`src/rtl/alu_arbiter_pkg.sv`:
```
// alu_arbiter_pkg: opcodes, FSM state type and opcode classification helpers for alu_arbiter
package alu_pkg;
  typedef logic [4:0] alu_op_t;
  localparam alu_op_t ALU_ADD = 5'd1, ALU_SUB = 5'd2, ALU_MUL = 5'd3, ALU_MOV = 5'd4, ALU_DIV = 5'd5;
  localparam alu_op_t ALU_AND = 5'd9, ALU_OR = 5'd10, ALU_XOR = 5'd11, ALU_NOT = 5'd12;
  localparam alu_op_t ALU_LDR = 5'd17, ALU_STR = 5'd19;
  localparam alu_op_t ALU_JE = 5'd25, ALU_JNE = 5'd26, ALU_JLT = 5'd27, ALU_JGT = 5'd28, ALU_JGE = 5'd29, ALU_JLE = 5'd30;
  typedef enum logic {IDLE, EXEC} arb_state_t;
  function automatic logic is_multicycle(alu_op_t op);
    return op == ALU_MUL || op == ALU_DIV;
  endfunction
  function automatic logic is_legal(alu_op_t op);
    return op inside {[ALU_ADD:ALU_DIV], [ALU_AND:ALU_NOT], ALU_LDR, ALU_STR, [ALU_JE:ALU_JLE]};
  endfunction
endpackage

```
`src/rtl/alu_arbiter_if.sv`:
```
// alu_arbiter_if: requester-side request/response bus of alu_arbiter
interface alu_arbiter_if #(parameter int N = 8, parameter int NREQ = 2);
  logic [NREQ-1:0] req_valid, req_ready, rsp_valid;
  logic [NREQ*5-1:0] req_ctrl;
  logic [NREQ*N-1:0] req_a, req_b;
  logic [N-1:0] rsp_data;
  logic rsp_err;
  modport master(output req_valid, req_ctrl, req_a, req_b, input req_ready, rsp_valid, rsp_data, rsp_err);
  modport slave(input req_valid, req_ctrl, req_a, req_b, output req_ready, rsp_valid, rsp_data, rsp_err);
endinterface

```
`src/rtl/alu_arbiter_rr.sv`:
```
// rr_arbiter: combinational round-robin grant, searching upward from last+1
module rr_arbiter #(parameter int NREQ = 2) (
  input  logic [NREQ-1:0]         req,
  input  logic [$clog2(NREQ)-1:0] last,
  output logic [NREQ-1:0]         grant
);
  localparam int IW = $clog2(NREQ);
  logic [IW-1:0] idx;
  // farthest candidate first so the nearest valid one overwrites it
  always_comb begin
    grant = '0;
    idx = '0;
    for (int k = NREQ; k >= 1; k--) begin
      idx = IW'((int'(last) + k) % NREQ);
      grant = req[idx] ? NREQ'(1) << idx : grant;
    end
  end
endmodule

```
`src/rtl/alu_arbiter.sv`:
```
// alu_arbiter: round-robin sharing of one combinational ALU among NREQ requesters.
// Optional opcode check enabled by defining ALU_ARB_OPCHK_EN.
module alu_arbiter import alu_pkg::*; #(
  parameter int N = 8,
  parameter int NREQ = 2,
  parameter int MULDIV_LAT = 3
) (
  input  logic          clk,
  input  logic          rst_n,
  alu_arbiter_if.slave  bus,
  output alu_op_t       alu_ctrl,
  output logic [N-1:0]  src_A,
  output logic [N-1:0]  src_B,
  input  logic [N-1:0]  alu_result
);
  localparam int IW = $clog2(NREQ);
  arb_state_t state, state_nx;
  logic [IW-1:0] last, id, win;
  logic [NREQ-1:0] grant, rsp_valid;
  alu_op_t op, sel_op;
  logic [N-1:0] a, b, rsp_data;
  logic [3:0] cnt;
  logic hs, done, legal, rsp_err;
  rr_arbiter #(.NREQ(NREQ)) u_rr (.req(bus.req_valid), .last(last), .grant(grant));
  assign bus.req_ready = (state == IDLE && rst_n) ? grant : '0;
  assign hs = |bus.req_ready;
  assign done = state == EXEC && cnt == '0;
  always_comb begin
    win = '0;
    for (int i = 0; i < NREQ; i++) win = grant[i] ? IW'(i) : win;
  end
  assign sel_op = bus.req_ctrl[5*int'(win) +: 5];
`ifdef ALU_ARB_OPCHK_EN
  assign legal = is_legal(op);
`else
  assign legal = 1'b1;
`endif
  // illegal ops keep the ALU on its zero-output default while still taking one EXEC cycle
  assign alu_ctrl = (state == EXEC && legal) ? op : '0;
  assign src_A = state == EXEC ? a : '0;
  assign src_B = state == EXEC ? b : '0;
  assign bus.rsp_valid = rsp_valid;
  assign bus.rsp_data = rsp_data;
  assign bus.rsp_err = rsp_err;
  always_comb state_nx = state == IDLE ? (hs ? EXEC : IDLE) : (done ? IDLE : EXEC);
  always_ff @(posedge clk or negedge rst_n)
    if (!rst_n) state <= IDLE;
    else state <= state_nx;
  always_ff @(posedge clk or negedge rst_n) begin
    if (!rst_n) begin
      last <= IW'(NREQ - 1);
      id <= '0;
      op <= '0;
      a <= '0;
      b <= '0;
      cnt <= '0;
      rsp_valid <= '0;
      rsp_data <= '0;
      rsp_err <= 1'b0;
    end else begin
      rsp_valid <= '0;
      if (hs) begin
        last <= win;
        id <= win;
        op <= sel_op;
        a <= bus.req_a[N*int'(win) +: N];
        b <= bus.req_b[N*int'(win) +: N];
        cnt <= is_multicycle(sel_op) ? 4'(MULDIV_LAT - 1) : '0;
      end else if (state == EXEC) cnt <= cnt - 1'b1;
      if (done) begin
        rsp_valid <= NREQ'(1) << id;
        rsp_data <= legal ? alu_result : '0;
        rsp_err <= !legal;
      end
    end
  end
endmodule

```
`src/flat_wrapper.sv`:
```
// flat-port wrapper written by rule: the top's interface ports become plain ports
module alu_arbiter_flat import alu_pkg::*;
#(
  parameter int N = 8,
  parameter int NREQ = 2,
  parameter int MULDIV_LAT = 3
)
  (clk, rst_n, alu_ctrl, src_A, src_B, alu_result, bus_req_valid, bus_req_ctrl, bus_req_a, bus_req_b, bus_req_ready, bus_rsp_valid, bus_rsp_data, bus_rsp_err);
  alu_arbiter_if #(.N(N), .NREQ(NREQ)) bus_i ();
  input  logic clk;
  input  logic rst_n;
  output alu_op_t alu_ctrl;
  output logic [N-1:0] src_A;
  output logic [N-1:0] src_B;
  input  logic [N-1:0] alu_result;
  input wire logic [$bits(bus_i.req_valid)-1:0] bus_req_valid;
  input wire logic [$bits(bus_i.req_ctrl)-1:0] bus_req_ctrl;
  input wire logic [$bits(bus_i.req_a)-1:0] bus_req_a;
  input wire logic [$bits(bus_i.req_b)-1:0] bus_req_b;
  output wire logic [$bits(bus_i.req_ready)-1:0] bus_req_ready;
  output wire logic [$bits(bus_i.rsp_valid)-1:0] bus_rsp_valid;
  output wire logic [$bits(bus_i.rsp_data)-1:0] bus_rsp_data;
  output wire logic [$bits(bus_i.rsp_err)-1:0] bus_rsp_err;
  assign bus_i.req_valid = bus_req_valid;
  assign bus_i.req_ctrl = bus_req_ctrl;
  assign bus_i.req_a = bus_req_a;
  assign bus_i.req_b = bus_req_b;
  assign bus_req_ready = bus_i.req_ready;
  assign bus_rsp_valid = bus_i.rsp_valid;
  assign bus_rsp_data = bus_i.rsp_data;
  assign bus_rsp_err = bus_i.rsp_err;
  alu_arbiter #(.N(N), .NREQ(NREQ), .MULDIV_LAT(MULDIV_LAT)) u_core (.clk(clk), .rst_n(rst_n), .bus(bus_i), .alu_ctrl(alu_ctrl), .src_A(src_A), .src_B(src_B), .alu_result(alu_result));
endmodule
```
`config.mk`:
```
export PLATFORM = sky130hd
export DESIGN_NAME = alu_arbiter_flat
export DESIGN_NICKNAME = d
export VERILOG_FILES = /design/src/rtl/alu_arbiter_pkg.sv /design/src/rtl/alu_arbiter_if.sv /design/src/rtl/alu_arbiter_rr.sv /design/src/rtl/alu_arbiter.sv /design/src/flat_wrapper.sv
export SDC_FILE = /design/constraint.sdc
export NUM_CORES = 1
export LEC_CHECK = 0
export CAP_MARGIN = 25
export CORE_UTILIZATION = 40
export DETAILED_ROUTE_END_ITERATION = 7
export PLACE_DENSITY = 0.76
export SLEW_MARGIN = 15
export SYNTH_ARGS = -nofsm -noshare
export SYNTH_HDL_FRONTEND = slang
export SYNTH_HIERARCHICAL = 1
export SYNTH_SLANG_ARGS = --single-unit
export TNS_END_PERCENT = 100
```
`constraint.sdc`:
```
create_clock -name clk -period 2 [get_ports clk]
set_input_delay 0.2 -clock clk [delete_from_list [all_inputs] [get_ports clk]]
set_output_delay 0.2 -clock clk [all_outputs]
set_load 0.005 [all_outputs]
```
### Word level (Yosys, flattened, before mapping)

Cells that the tools add are included.

* multiply operators: 1
* equality and inequality tests: 2
* shift operators: 6
* $add $sub $neg: 3
* reductions and logical operators: 6
* bitwise operators: 1
* $lt $le $gt $ge: 2
* muxes and demuxes: 18

Operator list (number)
* $shiftx A10 B32 Y5: 1
* $shiftx A16 B5 Y8: 2
* $mux W8: 2
* $mux W2: 5
* $mux W1: 8
* $mux W4: 2
* $shl A1 B1 Y2 const A: 3
* $eq A5 B2 Y1 const B: 1
* $eq A5 B3 Y1 const B: 1
* $mux W5: 1
* $logic_not A4 Y1: 1
* $lt A1 B2 Y1 const B: 2
* $mul A3 B1 Y4 const A: 1
* $sub A4 B1 Y4 const B: 1
* $add A1 B1 Y1 const B: 2
* $logic_and A1 B1 Y1: 2
* $reduce_bool A2 Y1: 1
* $reduce_or A2 Y1: 1
* $logic_or A1 B1 Y1: 1
* $not A1 Y1: 1

* bits in registers: 38
* word-level logic and storage cells: 48
* bits of input ports: 54

### Longest topological paths before layout

Gate-level depths: netlist (run 1).

* depth in word-level cells: 12
* gate-level depth with buffers: 6
* depth with buffers taken out: 5

### Cells and area by module

The synthesis (run 1) kept the hierarchy.

By module, submodules not included
* alu_arbiter: cells an instance 154, times used 1, area an instance 2029.4 µm²
* rr_arbiter: cells an instance 3, times used 1, area an instance 18.8 µm²

### Worst setup path before layout (run 1)

No wires, ideal clock.

* kind: register to register
* from: reg u_core.last
* to: reg u_core.a[5]
* buffers on the path: 3
* setup slack: 0.388 ns
* arrival: 1.487 ns
* data required time: 1.875 ns
* stages on the path, launching flop included: 7
* path through: dfstp_2 a21boi_0 buf_6 o21a_1 buf_6 buf_12 mux2_4

* cells in the longest elaborated chain, start to end: 7
* elaborated cells between the ends (all ways): 14

Ends and longest elaborated chain
* from (decl): line alu_arbiter.sv:18 `logic [IW-1:0] last, id, win;`
* from (signal assigned): line alu_arbiter.sv:51 `last <= IW'(NREQ - 1);`
* from (signal assigned): line alu_arbiter.sv:63 `last <= win;`
* $add A1 B1 Y1: line alu_arbiter_rr.sv:14 `idx = IW'((int'(last) + k) % NREQ);`
* $mux W1 (not written as such) (2 in series): line alu_arbiter_rr.sv:15 `grant = req[idx] ? NREQ'(1) << idx : grant;`
* $mux W2: line alu_arbiter_rr.sv:15
* $mux W2 *: line alu_arbiter_rr.sv:15
* via u_core.grant[1]: line alu_arbiter.sv:19 `logic [NREQ-1:0] grant, rsp_valid;`
* $mux W1 / $mux W2 (equally long branches): line alu_arbiter.sv:30, alu_arbiter.sv:25
* $shiftx A16 B5 Y8 / $reduce_or A2 Y1 (equally long branches): line alu_arbiter.sv:66, alu_arbiter.sv:26
* to (signal assigned): line alu_arbiter.sv:66 `a <= bus.req_a[N*int'(win) +: N];`
* to (decl): line alu_arbiter.sv:21 `logic [N-1:0] a, b, rsp_data;`

Mark *: on every way through the listed nets, which the timed path passes. The rest lies on a longest branch. The select of a mux whose other input is x is not followed.
A chain may end at the register's enable or synchronous reset.

### Worst setup path in the final report (run 1)

* from: in bus_req_valid[1]
* to: out bus_req_ready[1]

* cells in the longest elaborated chain, start to end: 5
* elaborated cells between the ends (all ways): 7

Ends and longest elaborated chain
* from (decl): line flat_wrapper.sv:16 `input wire logic [$bits(bus_i.req_valid)-1:0] bus_req_valid;`
* $mux W1 (not written as such) (2 in series): line alu_arbiter_rr.sv:15
* $mux W2: line alu_arbiter_rr.sv:15
* $mux W2 *: line alu_arbiter_rr.sv:15
* via u_core.grant[1]: line alu_arbiter.sv:19
* $mux W2 *: line alu_arbiter.sv:25 `assign bus.req_ready = (state == IDLE && rst_n) ? grant : '0;`
* to (decl): line flat_wrapper.sv:20 `output wire logic [$bits(bus_i.req_ready)-1:0] bus_req_ready;`

Marked as above.

==> impl_metrics.xml, run 1 <==
<?xml version="1.0" encoding="UTF-8"?>
<metrics>
  <group name="clock_tree">
    <metric name="root_buffer" unit="">sky130_fd_sc_hd__clkbuf_8</metric>
    <metric name="htree_levels" unit="">2</metric>
    <metric name="numCtsBuffers" unit="">5</metric>
    <metric name="path_clk_slew" unit="ps">70</metric>
    <metric name="cts_num_sinks" unit="">38</metric>
    <metric name="clk_path_buf_depth" unit="">2</metric>
    <metric name="clk-insertion-delay-late" unit="ps">290</metric>
    <metric name="cts_tree" unit="">built</metric>
  </group>
  <group name="logic_synthesis">
    <metric name="synth.lib_cells_used.distinct" unit="">31</metric>
    <metric name="yosysTopAreaCellShare" unit="%">45.2</metric>
    <metric name="number_of_enable_type_register_cells_in_the_synthesized_netlist" unit="">0</metric>
    <metric name="synthesis.yosys.warnings" unit="">6</metric>
    <metric name="ranking_of_synthesized_cells_by_area" unit="">sky130_fd_sc_hd__dfrtp_1, sky130_fd_sc_hd__mux2_2, sky130_fd_sc_hd__mux2_4</metric>
    <metric name="synth.area.mux_share" unit="%">30.7</metric>
    <metric name="post_synth_and_or_nand_nor_area_fraction" unit="%">11.2</metric>
    <metric name="synth_commonest_cells" unit="">sky130_fd_sc_hd__dfrtp_1, sky130_fd_sc_hd__mux2_2, sky130_fd_sc_hd__and2_1, sky130_fd_sc_hd__mux2_4</metric>
    <metric name="yosys.area_share.xor_xnor" unit="%">2.14</metric>
    <metric name="postSynthNetCount" unit="">212</metric>
    <metric name="syn_area" unit="µm²">2050</metric>
    <metric name="yosys.area.top_type" unit="">sky130_fd_sc_hd__dfrtp_1</metric>
    <metric name="synth-seq-area-share" unit="%">46.5</metric>
    <metric name="synth-seq-cells" unit="">38</metric>
    <metric name="post_synth_inst_count" unit="">157</metric>
    <metric name="synth_top_family_by_area" unit="">multiplexers</metric>
    <metric name="synthMostInstantiatedCell" unit="">sky130_fd_sc_hd__dfrtp_1</metric>
    <metric name="fraction_of_the_mapped_netlist_area_in_adder_cells" unit="%">0.611</metric>
    <metric name="synth.avg_cell_area" unit="µm²">13.0</metric>
    <metric name="async_flop_share" unit="%">100</metric>
    <metric name="synth-compound-area-share" unit="%">3.18</metric>
    <metric name="dominantRegCellSynth" unit="">sky130_fd_sc_hd__dfrtp_1</metric>
  </group>
  <group name="place">
    <metric name="dpl_worst_slack" unit="ps">107</metric>
    <metric name="detailedPlacementHpwl" unit="µm">3080</metric>
    <metric name="post_dp_area" unit="µm²">2970</metric>
    <metric name="io_buf_count" unit="">86</metric>
    <metric name="finalWeightedCongestion" unit="">0.648</metric>
  </group>
  <group name="timing">
    <metric name="fmax" unit="MHz">529</metric>
    <metric name="finalCritPeriodShare" unit="%">94.5</metric>
    <metric name="final_hold_viol_count" unit="">0</metric>
    <metric name="maxSlewViolCount" unit="">0</metric>
    <metric name="fin_setup_tns" unit="ps">0</metric>
    <metric name="hold-worst-slack" unit="ps">363</metric>
    <metric name="grt_setup_unrepaired" unit="">false</metric>
    <metric name="final.setup.worst_slack" unit="ps">110</metric>
    <metric name="final.min_clock_period" unit="ps">1890</metric>
    <metric name="finalSetupViolations" unit="">0</metric>
    <metric name="skew" unit="ps">1.81</metric>
  </group>
  <group name="grt">
    <metric name="grt_start_max_net_pins" unit="">39</metric>
    <metric name="global_route.usage.total" unit="%">17.7</metric>
    <metric name="grt_first_pass_wirelength" unit="µm">7180</metric>
    <metric name="grt_overflow" unit="">0</metric>
    <metric name="number_of_antenna_violations_at_the_first_check_in_global_routing" unit="">0</metric>
    <metric name="grt_pass1_vias" unit="">1498</metric>
  </group>
  <group name="power">
    <metric name="p_clk_share" unit="%">19.4</metric>
    <metric name="power_switching" unit="µW">1120</metric>
    <metric name="power_frac_comb" unit="%">47.3</metric>
    <metric name="total_leakage_power" unit="µW">0.00134</metric>
    <metric name="pwr_density_cell" unit="nW/µm²">1330</metric>
    <metric name="share_seq_of_total_power" unit="%">33.3</metric>
    <metric name="switching_share" unit="%">26.8</metric>
    <metric name="peakVddDrop" unit="µV">652</metric>
    <metric name="internal_cell_power" unit="µW">3050</metric>
  </group>
  <group name="finish">
    <metric name="final_net_count" unit="">302</metric>
    <metric name="area_growth_from_synthesis_to_layout" unit="%">53.1</metric>
    <metric name="stdcell_area" unit="µm²">3140</metric>
    <metric name="num_antenna_cells" unit="">0</metric>
    <metric name="drive_gt1_share" unit="%">29.0</metric>
    <metric name="fillerInstances" unit="">418</metric>
  </group>
  <group name="setup_path">
    <metric name="critPathKind" unit="">primary input to output port</metric>
    <metric name="cp.arrival" unit="ps">1690</metric>
    <metric name="worst_setup_path_start_kind" unit="">primary input</metric>
    <metric name="cp.required" unit="ps">1800</metric>
    <metric name="cp_max_fo" unit="">3</metric>
    <metric name="timing.critical_path.to_type" unit="">output port</metric>
  </group>
  <group name="die">
    <metric name="num_rows" unit="">25</metric>
    <metric name="die_area" unit="µm²">5410</metric>
    <metric name="design.core.area" unit="µm²">4820</metric>
    <metric name="die_w" unit="µm">73.6</metric>
    <metric name="design.portCount" unit="">88</metric>
    <metric name="die_height" unit="µm">73.6</metric>
    <metric name="floorplan.initialDensity" unit="%">42.5</metric>
  </group>
  <group name="routing">
    <metric name="route.detailed.wl_per_inst" unit="µm">13.6</metric>
    <metric name="detail_route.wirelength" unit="µm">4300</metric>
    <metric name="detailroute.via_count" unit="">1466</metric>
    <metric name="first_pass_detailed_route_iteration_total" unit="">4</metric>
    <metric name="drt_drc_violations_left" unit="">0</metric>
    <metric name="ant_nets" unit="">0</metric>
    <metric name="post_drt_via_cell_ratio" unit="">4.65</metric>
    <metric name="drt_iter0_markers" unit="">70</metric>
  </group>
  <group name="flow_run">
    <metric name="number_of_max_cap_violations" unit="">0</metric>
  </group>
  <group name="hold_path">
    <metric name="holdCritPathClass" unit="">primary input to register</metric>
  </group>
  <group name="status">
    <metric name="run_status" unit="">finished, final reports clean</metric>
  </group>
</metrics>
[kinds of logic after synthesis]
group,after synthesis
AOI/OAI and AO/OA,9
xor gates and xnor gates,5
adders and majority gates,1
buffers and inverters,15
DFF,38
muxes,51
other,1
and+or+nand+nor,37
[final timing paths]
path                             startpoint                 endpoint  slack [ps]  depth (start not counted)
max                        bus_req_valid[1]         bus_req_ready[1]         110                          4
min reg2reg                       u_core/id  u_core/bus.rsp_valid[0]         450                          1
max reg2reg                     u_core/last              u_core/b[7]         340                          5
max in group asynchronous             rst_n             u_core/state        1120                          3
min                                   rst_n            u_core/cnt[1]         360                          4
min in group asynchronous             rst_n              u_core/a[5]         530                          3
[layout by cell type (no fill, tap or decap), types with 3 or more instances in the layout]
cell type and count:
sky130_fd_sc_hd__a21o_1 3, sky130_fd_sc_hd__and2_1 23, sky130_fd_sc_hd__buf_4 5, sky130_fd_sc_hd__clkbuf_8 6
sky130_fd_sc_hd__clkdlybuf4s50_1 84, sky130_fd_sc_hd__dfrtp_1 36, sky130_fd_sc_hd__inv_1 4, sky130_fd_sc_hd__mux2_2 35
sky130_fd_sc_hd__mux2_4 15, sky130_fd_sc_hd__nand2_1 4, sky130_fd_sc_hd__nor2_1 4, sky130_fd_sc_hd__xor2_1 3
[power groups by stage]
| stage | combinational, µW | clock, µW | sequential (µW) |
|---|---|---|---|
| global route | 2150 | 859 | 1440 |
| detailed placement | 1980 | 0 | 1390 |
| global placement | 1940 | 0 | 1380 |
| floorplan | 1110 | 0 | 1330 |
| finish | 1970 | 809 | 1390 |
| CTS | 2000 | 828 | 1380 |
[critical path, cell delays in order]
cell	delay, ps
sky130_fd_sc_hd__clkdlybuf4s50_1	490
sky130_fd_sc_hd__a21boi_2	250
sky130_fd_sc_hd__and2_1	200
sky130_fd_sc_hd__clkdlybuf4s50_1	540
[state kept, by name, summed over array words and instances, names as in the netlist]
name                  count
u_core/cnt                4
u_core/bus.rsp_valid      2
u_core/state              1
u_core/b                  8
u_core/op                 5
u_core/last               1
u_core/a                  8
u_core/bus.rsp_data       8
u_core/id                 1
[layout make-up]
class	instances	area (µm²)	area share (%)
repair buffers	94	946	30.2
clock inverters	2	60.1	1.91
clock buffers	6	82.6	2.63
flip-flops and latches	38	953	30.4
inverters	4	15.0	0.479
multi-input cells	104	996	31.8
well taps	67	83.8	2.67
[metrics by stage]
step / power, µW / std cells / utilization (%)
2_1_floorplan: 2440 / 157 / -
3_3_place_gp: 3320 / 306 / 61.7
3_5_place_dp: 3380 / 306 / 61.7
4_1_cts: 4210 / 315 / 64.9
5_1_grt: 4460 / 315 / 65.1
6_report: 4170 / 315 / 65.1
[metal layers]
metal	vias to the layer above	GRT usage (%)	wire length (µm)
met5	-	0	0
met4	0	3.85	31
met3	2	5.35	325
met2	62	28.6	2010
met1	689	23.3	1930
li1	713	-	-
[timing repair]
item,4_1_cts,5_1_grt
setup endpoints to repair,1,2
hold endpoints to repair,37,0
cloned,0,0
pin swaps,0,1
hold buffers,1,0
buffers inserted,0,0
resized for setup,1,3
Note: power is estimated with default switching activity, not from simulation.
==> run 2, diff against run 1 <==
--- a/config.mk
+++ b/config.mk
@@ -5,7 +5,7 @@
 export SDC_FILE = /design/constraint.sdc
 export NUM_CORES = 1
 export LEC_CHECK = 0
-export CAP_MARGIN = 25
+export CAP_MARGIN = 10
 export CORE_UTILIZATION = 40
 export DETAILED_ROUTE_END_ITERATION = 7
 export PLACE_DENSITY = 0.76
==> results of run 2 <==
The final DEF is identical to that of run 1; final timing and power are the same.
==> run 3, diff against run 2 <==
==> constraint.sdc (replaced) <==
create_clock -name clk -period 2 [get_ports clk]
set_input_delay 0.2 -clock clk [delete_from_list [all_inputs] [get_ports clk]]
set_output_delay 0.2 -clock clk [all_outputs]
set_load 0.1 [all_outputs]
==> run 3 against run 2 <==
First-iteration DRC count decreased by 27%. Final cell count decreased by 0.32%. Utilization increased by 2.9 points. Worst hold slack improved by 110 ps. Non-clock buffer count decreased by 1. Setup slack improved by 120 ps. Global-route usage decreased by 0.091 points. Maximum frequency increased by 6.7%. Clock-buffer cell count unchanged. Routed wire length increased by 2.2%. Critical endpoint is now bus_req_ready[0].
==> impl_metrics.xml, run 3 (synthesized netlist as in run 1, its figures left out) <==
<?xml version="1.0" encoding="UTF-8"?>
<metrics>
  <group name="routing">
    <metric name="detail_route.wirelength" unit="µm">4400</metric>
    <metric name="drt_iter0_markers" unit="">51</metric>
    <metric name="first_pass_detailed_route_iteration_total" unit="">4</metric>
    <metric name="post_drt_via_cell_ratio" unit="">4.71</metric>
    <metric name="route.detailed.wl_per_inst" unit="µm">14.0</metric>
    <metric name="drt_drc_violations_left" unit="">0</metric>
    <metric name="ant_nets" unit="">0</metric>
    <metric name="detailroute.via_count" unit="">1480</metric>
  </group>
  <group name="hold_path">
    <metric name="holdCritPathClass" unit="">register to register</metric>
  </group>
  <group name="finish">
    <metric name="final_net_count" unit="">301</metric>
    <metric name="area_growth_from_synthesis_to_layout" unit="%">59.9</metric>
    <metric name="num_antenna_cells" unit="">0</metric>
    <metric name="drive_gt1_share" unit="%">41.3</metric>
    <metric name="final_cell_mix" unit="">sky130_fd_sc_hd__clkdlybuf4s50_1, sky130_fd_sc_hd__dfrtp_1, sky130_fd_sc_hd__mux2_2</metric>
    <metric name="largest_registers" unit="">u_core/a: 8 flops, u_core/b: 8 flops, u_core/bus.rsp_data: 8 flops</metric>
    <metric name="mostFrequentLayoutCell" unit="">sky130_fd_sc_hd__clkdlybuf4s50_1</metric>
  </group>
  <group name="die">
    <metric name="die_height" unit="µm">73.6</metric>
    <metric name="die_area" unit="µm²">5410</metric>
    <metric name="design.portCount" unit="">88</metric>
    <metric name="num_rows" unit="">25</metric>
    <metric name="design.core.area" unit="µm²">4820</metric>
    <metric name="floorplan.initialDensity" unit="%">42.5</metric>
    <metric name="die_w" unit="µm">73.6</metric>
  </group>
  <group name="clock_tree">
    <metric name="cts_tree" unit="">built</metric>
    <metric name="clk-insertion-delay-late" unit="ps">290</metric>
    <metric name="path_clk_slew" unit="ps">70</metric>
    <metric name="root_buffer" unit="">sky130_fd_sc_hd__clkbuf_8</metric>
    <metric name="numCtsBuffers" unit="">5</metric>
    <metric name="cts_num_sinks" unit="">38</metric>
    <metric name="htree_levels" unit="">2</metric>
    <metric name="ctsResizeCount" unit="">0</metric>
    <metric name="clk_path_buf_depth" unit="">2</metric>
  </group>
  <group name="setup_path">
    <metric name="slowest_stage" unit="">sky130_fd_sc_hd__dfstp_2</metric>
    <metric name="timing.critical_path.slowest_cell_delay" unit="ps">560</metric>
    <metric name="cp_cell_sequence" unit="">inv_1 -&gt; a21boi_1 -&gt; buf_4 -&gt; nand2_1 -&gt; inv_1 -&gt; buf_12</metric>
    <metric name="timing.critical_path.to_type" unit="">output port</metric>
    <metric name="path_common_cell" unit="">sky130_fd_sc_hd__inv_1</metric>
    <metric name="worst_setup_path_start_kind" unit="">register</metric>
    <metric name="path_buf_inv" unit="">4</metric>
    <metric name="critPathKind" unit="">register to output port</metric>
    <metric name="cp_max_fo" unit="">3</metric>
    <metric name="cp.required" unit="ps">1800</metric>
    <metric name="cp.arrival" unit="ps">1570</metric>
    <metric name="path_delay_family" unit="">flip-flops</metric>
  </group>
  <group name="timing">
    <metric name="finalCritPeriodShare" unit="%">88.5</metric>
    <metric name="fmax" unit="MHz">565</metric>
    <metric name="final_hold_viol_count" unit="">0</metric>
    <metric name="skew" unit="ps">11.0</metric>
    <metric name="final.setup.worst_slack" unit="ps">230</metric>
    <metric name="finalSetupViolations" unit="">0</metric>
    <metric name="fin_setup_tns" unit="ps">0</metric>
    <metric name="grt_setup_unrepaired" unit="">false</metric>
    <metric name="final.min_clock_period" unit="ps">1770</metric>
    <metric name="maxSlewViolCount" unit="">0</metric>
  </group>
  <group name="place">
    <metric name="finalWeightedCongestion" unit="">0.724</metric>
    <metric name="detailedPlacementHpwl" unit="µm">3240</metric>
    <metric name="dpl_worst_slack" unit="ps">126</metric>
    <metric name="io_buf_count" unit="">86</metric>
  </group>
  <group name="flow_run">
    <metric name="number_of_max_cap_violations" unit="">0</metric>
  </group>
  <group name="status">
    <metric name="run_status" unit="">finished, final reports clean</metric>
  </group>
  <group name="grt">
    <metric name="grt_pass1_vias" unit="">1544</metric>
    <metric name="global_route.usage.total" unit="%">17.6</metric>
    <metric name="grt_overflow" unit="">0</metric>
    <metric name="grt_start_max_net_pins" unit="">39</metric>
    <metric name="grt_first_pass_wirelength" unit="µm">7220</metric>
    <metric name="number_of_antenna_violations_at_the_first_check_in_global_routing" unit="">0</metric>
  </group>
</metrics>
[run 3: cell count changes in the layout (fill, tap and decap cells not counted), moves of 2 or more]
cell and change:
sky130_fd_sc_hd__bufinv_16 -2, sky130_fd_sc_hd__buf_12 +23, sky130_fd_sc_hd__buf_4 +9, sky130_fd_sc_hd__clkdlybuf4s50_1 -32
[run 3: layout make-up]
class,count,area (µm²)
Tap cell,67,83.8
Multi-Input combinational cell,104,987
Inverter,4,15.0
Timing Repair Buffer,93,1140
Fill cell,386,1540
Clock buffer,6,82.6
Clock inverter,2,12.5
Sequential cell,38,952
[run 3: per-layer routing]
metal,vias to the layer above,share of wire (%),track usage [%]
met4,0,0,3.63
met5,-,0,0
met2,63,47,29.2
met3,0,9.0,6.58
met1,710,44,21.9
li1,707,-,-
[run 3: worst paths after layout]
kind	startpoint	endpoint	slack (ps)	depth (start not counted)
min reg2reg	u_core/id	u_core/bus.rsp_valid[0]	470	1
max in group asynchronous	rst_n	u_core/last	1110	3
min	u_core/id	u_core/bus.rsp_valid[0]	470	1
min in group asynchronous	rst_n	u_core/b[7]	540	3
max	u_core/last	bus_req_ready[0]	230	6
max reg2reg	u_core/last	u_core/a[2]	350	5
[run 3: timing repair]
| item | CTS | global route |
|---|---|---|
| endpoints found under the hold margin | 37 | 0 |
| hold buffers | 1 | 0 |
| buffers inserted | 0 | 0 |
[run 3: through the flow]
step | instances | hold slack, ps | util [%] | instance area (µm²)
3_5_place_dp | 305 | 297 | 65.8 | 3170
3_3_place_gp | 305 | 293 | 65.8 | 3170
5_1_grt | 314 | 508 | 68.0 | 3270
2_1_floorplan | 157 | -95.6 | - | 2050
6_report | 314 | 472 | 68.0 | 3270
4_1_cts | 314 | 482 | 68.0 | 3270
Power of run 3 is left out: the tool's default activity adds up to more than one toggle a clock period on the data nets, which glitch-free logic cannot reach.
